`config.mk`:
```
export PLATFORM = sky130hd
export DESIGN_NAME = amcal3_8bit_mult_core
export DESIGN_NICKNAME = d
export VERILOG_FILES = /design/src/rtl/amcal3_8bit_mult_core.sv
export SDC_FILE = /design/constraint.sdc
export NUM_CORES = 1
export LEC_CHECK = 0
export CORE_AREA = 2 2 81 83
export DETAILED_ROUTE_END_ITERATION = 6
export DIE_AREA = 0 0 83 85
export PLACE_DENSITY = 0.63
export SETUP_SLACK_MARGIN = 0.05
export SYNTH_ARGS = -nofsm -noshare
export SYNTH_HDL_FRONTEND = slang
export SYNTH_SLANG_ARGS = --single-unit
```
`constraint.sdc`:
```
create_clock -name clk -period 2.1 [get_ports clk]
set_input_delay 0.21 -clock clk [delete_from_list [all_inputs] [get_ports clk]]
set_output_delay 0.21 -clock clk [all_outputs]
set_load 0.02 [all_outputs]
```
`src/rtl/amcal3_8bit_mult_core.sv`:
```
// AMCAL3 approximate multiplier back end: multiplies the LOD mantissas, sums the
// leading-one positions, and realigns the product in a 2-stage valid/ready pipe.
module amcal3_8bit_mult_core #(
    parameter int MANT_W  = 3,
    parameter int SHIFT_W = 3,
    parameter int OUT_W   = 16,
    parameter int CNT_W   = 16
) (
    input  logic               clk,
    input  logic               rst,
    input  logic               in_valid,
    output logic               in_ready,
    input  logic [MANT_W-1:0]  a,
    input  logic [MANT_W-1:0]  b,
    input  logic [SHIFT_W-1:0] ashift,
    input  logic [SHIFT_W-1:0] bshift,
    output logic               out_valid,
    input  logic               out_ready,
    output logic [OUT_W-1:0]   prod,
    output logic               prod_zero,
    output logic [CNT_W-1:0]   prod_cnt
);

    localparam int MW      = 2 * MANT_W;
    localparam int SW      = SHIFT_W + 1;
    localparam int PW      = MW + 2 * ((1 << SHIFT_W) - 1);
    // Each operand is (m << shift) >> 2, so the product carries a >> 4.
    localparam int FRAC_SH = 4;

    logic          v1;
    logic          v2;
    logic [MW-1:0] m1;
    logic [SW-1:0] s1;
    logic          z1;
    logic          accept;
    logic          adv2;
    logic          out_hs;
    logic [PW-1:0] wide;

    // Handshakes: a transfer happens on a rising edge where valid & ready are
    // both high; producers hold data while valid & !ready. in_ready depends
    // combinationally on out_ready so a full pipe can still take a new input
    // in the cycle its head drains.
    assign in_ready  = !v1 || !v2 || out_ready;
    assign accept    = in_valid && in_ready;
    assign adv2      = v1 && (!v2 || out_ready);
    assign out_hs    = v2 && out_ready;
    assign out_valid = v2;

    always_comb begin
        wide = PW'(m1) << s1;
    end

    always_ff @(posedge clk or posedge rst) begin
        if (rst) begin
            v1 <= 1'b0;
            m1 <= '0;
            s1 <= '0;
            z1 <= 1'b0;
        end else begin
            if (accept) begin
                v1 <= 1'b1;
                m1 <= MW'(a) * MW'(b);
                s1 <= SW'(ashift) + SW'(bshift);
                z1 <= (a == '0) || (b == '0);
            end else if (adv2) begin
                v1 <= 1'b0;
            end
        end
    end

    always_ff @(posedge clk or posedge rst) begin
        if (rst) begin
            v2        <= 1'b0;
            prod      <= '0;
            prod_zero <= 1'b0;
        end else begin
            if (adv2) begin
                v2        <= 1'b1;
                prod      <= z1 ? '0 : OUT_W'(wide >> FRAC_SH);
                prod_zero <= z1;
            end else if (out_hs) begin
                v2 <= 1'b0;
            end
        end
    end

    always_ff @(posedge clk or posedge rst) begin
        if (rst) begin
            prod_cnt <= '0;
        end else if (out_hs) begin
            prod_cnt <= prod_cnt + CNT_W'(1);
        end
    end

endmodule

```
# Yosys cells after proc, flatten, opt, wreduce, memory -nomap -nowiden
# Index checks and enable logic that the tools add are counted.
word_totals:
  reg_bits: 46
  input_bits: 16
  output_inout_bits: 35
  wordCells: 30
classes:
  addsub: 2
  mul: 1
  shifts: 1
  muxes: 5
  n_reduce_logical: 13
ops:
  columns: ["cell", "count"]
  rows:
  - ["$shl A6 B4 Y20", 1]
  - ["$add A16 B1 Y16 const B", 1]
  - ["$mux W16", 1]
  - ["$logic_not A3 Y1", 2]
  - ["$mul A3 B3 Y6", 1]
  - ["$add A3 B3 Y4", 1]
  - ["$logic_or A1 B1 Y1", 4]
  - ["$mux W1", 4]
  - ["$reduce_bool A2 Y1", 2]
  - ["$logic_and A1 B1 Y1", 3]
  - ["$logic_not A1 Y1", 2]

# Depth between registers and ports, before layout
# Gate-level depths: netlist of run 1.
logic_depth:
  word_depth: 5
  mapped_depth: 7
  ltp_nobuf: 7

# Worst setup path before layout of run 1
# No wires, ideal clock.
synth_path:
  path_type: "input to register"
  startpoint: "input port b[2]"
  endpoint: "register m1[3]"
  setup_time_ns: 0.125
  t_arrival_ns: 1.702
  required_time_ns: 1.975
  path_slack_ns: 0.273
  stages: 6
  n_path_buf: 0
  path_cell_list: "nand2_1 > fa_1 > inv_1 > ha_1 > fa_1 > mux2_2"
synth_via:
  elab_chain_cells: 1
synth_lines:
  columns: ["element", "line_no", "text"]
  rows:
  - ["from (decl)", "14", "input logic [MANT_W-1:0] b,"]
  - ["$mul A3 B3 Y6", "63", "m1 <= MW'(a) * MW'(b);"]
  - ["to (signal assigned)", "63", null]
  - ["to (decl)", "32", "logic [MW-1:0] m1;"]
# Every way passes these cells.
# A chain may end at the register's enable or synchronous reset.

# Final worst setup path of run 1
layout_path:
  startpoint: "input port a[1]"
  endpoint: "register m1[3]"
layout_via:
  elab_chain_cells: 1
layout_lines:
  columns: ["element", "line_no", "text"]
  rows:
  - ["from (decl)", "13", "input logic [MANT_W-1:0] a,"]
  - ["$mul A3 B3 Y6", "63", null]
# Every way passes these cells.

==> results of run 1 <==
==> routing by layer <==
metal | vias to the layer above | global-route usage
met1 | 873 | 0.185
li1 | 898 | -
met4 | 0 | 0.0566
met2 | 39 | 0.218
met5 | - | 0
met3 | 6 | 0.0340
==> Yosys cell counts (all sizes together) (2+ instances only) <==
| cell type | number | area (µm²) |
|---|---|---|
| nor3 | 6 | 41.3 |
| nand3b | 3 | 22.5 |
| mux2i | 11 | 110 |
| nand2b | 3 | 26.3 |
| nand4 | 3 | 18.8 |
| mux2 | 7 | 78.8 |
| and4 | 2 | 17.5 |
| nand2 | 33 | 126 |
| xor2 | 5 | 43.8 |
| xnor2 | 12 | 105 |
| buf | 9 | 58.8 |
| fa | 3 | 60.1 |
| ha | 9 | 113 |
| a32o | 3 | 30.0 |
| nand3 | 8 | 40.0 |
| o21ai | 17 | 85.1 |
| a21o | 3 | 22.5 |
| dfrtp | 46 | 1150 |
| inv | 7 | 26.3 |
| a21oi | 3 | 15.0 |
| nor2 | 6 | 25.0 |
| a22o | 3 | 26.3 |
| and2 | 5 | 31.3 |
| and3 | 2 | 12.5 |
==> state kept, by name, indices dropped and copies added, names as in the netlist <==
register	cells
m1	6
out_valid	1
prod	16
prod_cnt	16
prod_zero	1
s1	4
v1	1
z1	1
==> path summary, 6_finish.rpt <==
check	from	to	slack, ns	cells after the start
min in group clk	a[0]	m1[0]	0.35	4
min reg2reg	prod_cnt[15]	prod_cnt[15]	0.48	1
min	rst	prod_cnt[8]	0.35	3
max in group asynchronous	rst	prod[14]	1.35	3
max	a[1]	m1[3]	0.1	7
max reg2reg	s1[1]	prod[6]	0.55	4
==> per-stage QoR <==
step,worst slack [ns],area (µm²)
3_3_place_gp,-0.251,3040
5_1_grt,0.0526,3130
2_1_floorplan,0.273,2410
3_5_place_dp,-0.319,3040
4_1_cts,0.0575,3120
6_report,0.0993,3130
==> cell type report <==
class | instances | area [µm²] | area share
Tap cell | 77 | 96.3 | 0.0308
Timing Repair Buffer | 62 | 594 | 0.190
Clock inverter | 2 | 10.0 | 0.00320
Sequential cell | 46 | 1150 | 0.368
Clock buffer | 5 | 68.8 | 0.0220
Multi-Input combinational cell | 159 | 1170 | 0.376
Inverter | 8 | 30.0 | 0.00961
==> kinds of logic (layout without fill, tap and decap cells) <==
family,count (synthesis),in the layout,share of synthesized area
multiplexers,19,19,0.0877
buffers and inverters,17,77,0.0369
AND/OR/NAND/NOR,76,76,0.169
XOR/XNOR,17,17,0.0618
adder cells (fa/ha/maj),12,12,0.0717
AO/OA/AOI/OAI,35,35,0.0955
flip-flops,46,46,0.478
==> power by group through the flow <==
stage               logic (mW)  clock network (mW)  registers [mW]
finish                   0.897               0.506            1.20
global route             0.980               0.560            1.23
CTS                      0.910               0.522            1.20
detailed placement       0.905                   0            1.22
global placement         0.896                   0            1.22
floorplan                0.447                   0            1.30
==> worst register-to-register path: stages (launching register included) <==
cell	delay (ns)
dfrtp_1	0.56
mux2i_1	0.27
mux2i_1	0.14
a32o_1	0.27
a31o_2	0.21
==> what timing repair did <==
item,4_1_cts,5_1_grt
gates resized for setup,3,3
buffers inserted,0,0
setup endpoints to repair,1,2
pin swaps,0,1
==> metrics.txt, run 1 <==
drt pass-1 iters 5; total power 2.61 mW; initial antenna violation count 0; WHS 0.346 ns; commonest non-fill, non-tap cell in the layout clkdlybuf4s50_1; unrepaired setup endpoints after global routing no; CP max stage delay 0.51 ns; final worst clock skew 0.00713 ns; Tcrit/Tclk final 0.953; Leak 1.42 nW; insertion delay of the later-clocked pin in the worst-skew pair 0.30 ns; synthesis-to-finish area growth 29.7%; status completed; hold violation total from the final report 0; final cell count without fillers 359; Final Core Density 0.504; H-tree depth 2; Antenna Cells 0; endpoints failing setup 0; Top Layer Used met4; Power Dens Cells 834 mW/mm²; DIE HEIGHT 85 µm; Max-Cap Viols 0; Peak VDD IR 0.296 mV; Num CTS Buffers 5; CP dominant cell by count fa_1; met2 WL 2.17 mm; Arrival @ worst endpoint 2.19 ns; post-route minimum period 2.00 ns; Top delay family on crit path adder cells; PortBufs 50; Clock Power Share 0.194; final wirelength 4.72 mm; vias after detailed routing 1816; Post-Syn Area 0.00241 mm²; die footprint 0.00706 mm²; Max Root-Sink Buffers 2; share of cells above drive strength 1 0.124; vias in the first global route 1743; Core Rows 29; maximum clock rate 500 MHz; die width 83 µm; Sum Neg Setup Slack 0 ns; placed cells 352; worst-path cell chain clkdlybuf4s50_1, nand2_1, fa_1, inv_1, ha_2, fa_1, mux2_2; M1 WL 2.28 mm; Unique masters post-synth 45; dpl hpwl 3.57 mm; Tot GR Track Use 0.139; TritonCTS clock tree built; Avg Cell Area, Syn 10.9 µm²; Main synth FF type dfrtp_1; CP required 2.28 ns; # fillers 596; I/O pin count 51; Seq/Total Area, Yosys 0.478; crit path capture type flop; DRT antenna net count 0; Slowest-stage cell, CP fa_1; Initial Util 0.388; first-pass GRT wire length 8.02 mm; routed length on met3 183 µm; Slew @ Worst Pin 0.566 ns; Slew HR 0.623; startpoint type of the worst setup path input pin; most frequent cells in the layout 47 x clkdlybuf4s50_1, 46 x dfrtp_1, 31 x nand2_1; RD Place Congestion 0.791; Crit path buffers/inverters 2; via/cell ratio 5.06; global route total overflow 0; sw power 901 µW; power share of the sequential group 0.462; Post-synth EDFFs 0; internal power 1.71 mW; Gate power share 0.344; Clk pin slew, worst setup/hold paths 0.08 ns; warnings from Yosys 0; number of remaining DRC errors 0; Nets 310; largest net degree at the start of global routing 47; syn_nets 250; Wirelength per Cell 13.1 µm; Slew Viols, Final 0; initial DRC count 60; post-synthesis cell count 222; Core Box Area 0.00620 mm²; Sw Share 0.346; worst hold path class in2async; Clock Tree Root clkbuf_8; cts hold-fix bufs 0; Synth Register Bits 46; biggest fanout along the worst timing path 2; WS Path Type in2reg; clk sinks 46; FFs w/ async S/R, synth 1.00
Power figures use the tool's default switching activity.
==> inputs of run 2 (changes only) <==
--- a/config.mk
+++ b/config.mk
@@ -6,10 +6,11 @@
 export NUM_CORES = 1
 export LEC_CHECK = 0
-export CORE_AREA = 2 2 81 83
+export CORE_AREA = 2 2 86 88
 export DETAILED_ROUTE_END_ITERATION = 6
-export DIE_AREA = 0 0 83 85
-export PLACE_DENSITY = 0.63
+export DIE_AREA = 0 0 88 90
+export PLACE_DENSITY = 0.57
 export SETUP_SLACK_MARGIN = 0.05
 export SYNTH_ARGS = -nofsm -noshare
 export SYNTH_HDL_FRONTEND = slang
 export SYNTH_SLANG_ARGS = --single-unit
+export TNS_END_PERCENT = 10
==> constraint.sdc (replaced) <==
create_clock -name clk -period 2.1 [get_ports clk]
set_input_delay 0.42 -clock clk [delete_from_list [all_inputs] [get_ports clk]]
set_output_delay 0.42 -clock clk [all_outputs]
set_load 0.02 [all_outputs]
==> run 2 against run 1 <==
  * Global-route usage down 0.25 points
  * Core utilization is 3.9 points lower
  * Clock skew hardly changed
  * Flip-flop and latch count stayed put
  * Non-clock buffer count is 5 higher
  * Largest power group unchanged
==> metrics.txt, run 2 (synthesis results as in run 1) <==
endpoints failing setup 0 (unchanged); global route total overflow 0 (unchanged); Leak 1.47 nW (+3.3%); final worst clock skew 0.00708 ns (-0.0000462 ns); number of remaining DRC errors 0 (unchanged); startpoint type of the worst setup path input pin; unrepaired setup endpoints after global routing no; Worst R2R Setup Slack 0.52 ns (-0.03 ns); Sum Neg Setup Slack 0 ns (unchanged); Worst Setup SP b[2]; Nets 315 (+1.6%); I/O pin count 51 (unchanged); TritonCTS clock tree built; initial DRC count 101 (+68%); RD Place Congestion 0.779 (-1.5%); share of cells above drive strength 1 0.146 (+0.0217); Wirelength per Cell 12.7 µm (-3.1%); internal power 2.00 mW (+17%); Peak VDD IR 0.404 mV (+36%); post-CTS setup buffer count 0 (unchanged); via/cell ratio 4.72 (-6.7%); Power Dens Cells 895 mW/mm² (+7.3%); Clk pin slew, worst setup/hold paths 0.08 ns (about the same); hold violation total from the final report 0 (unchanged); commonest non-fill, non-tap cell in the layout dfrtp_1; power share of the sequential group 0.412 (-0.050); most frequent cells in the layout 46 x dfrtp_1, 43 x clkdlybuf4s50_1, 30 x nand2_1; r2r startpoint s1[1]; Clock Power Share 0.273 (+0.079); Final Core Density 0.465 (-0.0389); Initial Util 0.343 (-0.0451); insertion delay of the later-clocked pin in the worst-skew pair 0.30 ns (about the same); Slew @ Worst Pin 0.357 ns (-0.209 ns); Core Box Area 0.00702 mm² (+13%); worst slack at placement -0.504 ns (-0.185 ns); DRT antenna net count 0 (unchanged); final wirelength 4.93 mm (+4.4%); Slew HR 0.762 (+0.139); PortBufs 50 (unchanged); WS Path Type in2reg; fin worst setup slack 0.147 ns (+0.0476 ns); Clock Tree Root clkbuf_8; design area 0.00326 mm² (+4.4%); crit path capture type flop; H-tree depth 2 (unchanged); maximum clock rate 512 MHz (+2.4%); sw power 921 µW (+2.2%); die footprint 0.00792 mm² (+12%); Largest regs prod x16, prod_cnt x16, m1 x6; synthesis-to-finish area growth 35.4%; biggest fanout along the worst timing path 2 (unchanged); clk sinks 46 (unchanged); vias in the first global route 1802 (+3.4%); status completed; Tcrit/Tclk final 0.930 (-0.0227); vias after detailed routing 1827 (+0.61%); Max Root-Sink Buffers 2 (unchanged); total power 2.92 mW (+12%); Worst Reg-to-Reg Cells 4 (unchanged); initial antenna violation count 0 (unchanged); Num CTS Buffers 5 (unchanged); dpl hpwl 3.83 mm (+7.1%); placed cells 379 (+7.7%); final cell count without fillers 387 (+7.8%); first-pass GRT wire length 8.61 mm (+7.4%); DIE HEIGHT 90 µm (+5.9%); Gate power share 0.314 (-0.030); area post-placement 0.00312 mm² (+2.6%); cts hold-fix bufs 0 (unchanged); Core Rows 31 (+6.9%); die width 88 µm (+6.0%); Slew Viols, Final 0 (unchanged); WHS 0.466 ns (+0.120 ns); post-route minimum period 1.95 ns (-0.0476 ns); FF-to-FF End prod[6]; CP required 2.28 ns (about the same); drt pass-1 iters 4 (-1); Tot GR Track Use 0.136 (-0.00255); largest net degree at the start of global routing 47 (unchanged); Max-Cap Viols 0 (unchanged); Antenna Cells 0 (unchanged); worst hold path class in2async; Arrival @ worst endpoint 2.14 ns (-0.05 ns); Sw Share 0.315 (-0.0305)
-- run 2: layer usage --
metal | track usage | vias up | wire [µm] | part of all wire
met4 | 0.0474 | 0 | 73 | 0.015
met2 | 0.214 | 42 | 2360 | 0.48
met3 | 0.0285 | 7 | 189 | 0.038
met1 | 0.185 | 866 | 2310 | 0.47
li1 | - | 912 | - | -
met5 | 0 | - | 0 | 0
-- run 2: worst max-delay path by stage --
stage / to / slack [ns] / cells past startpoint
2_1_floorplan: m1[3] / 0.06 / 6
3_3_place_gp: m1[3] / -0.46 / 7
3_5_place_dp: m1[3] / -0.50 / 7
4_1_cts: m1[3] / 0.11 / 7
5_1_grt: m1[3] / 0.06 / 7
6_report: m1[3] / 0.15 / 7
-- run 2: timing repair --
action / CTS / global route
endpoints found under the setup margin: 3 / 1
gates resized for setup: 10 / 3
pin swaps: 2 / 0
-- run 2: layout make-up --
| type | instances | area, µm² |
|---|---|---|
| Fill cell | 683 | 3760 |
| Multi-Input combinational cell | 159 | 1180 |
| Sequential cell | 46 | 1150 |
| Timing Repair Buffer | 67 | 634 |
| Tap cell | 99 | 124 |
| Clock buffer | 6 | 82.6 |
| Clock inverter | 2 | 60.1 |
| Inverter | 8 | 30.0 |
-- run 2: worst max-delay path: stages --
cell and delay [ns]:
clkdlybuf4s15_1 0.20, nand2_2 0.07, fa_1 0.53, inv_1 0.05, ha_2 0.18, fa_1 0.42
mux2_4 0.27
-- run 2: power groups by stage --
stage	Combinational, mW	Sequential (mW)	Clock [mW]
3_3_place_gp	0.915	1.22	0
6_report	0.918	1.20	0.799
4_1_cts	0.930	1.21	0.822
2_1_floorplan	0.447	1.30	0
3_5_place_dp	0.926	1.23	0
5_1_grt	1.00	1.23	0.865
==> inputs of run 3 (changes only) <==
- CTS_CLUSTER_DIAMETER: not set -> 30
==> results of run 3 <==
No change in the layout: final DEF, timing and power equal those of run 2.
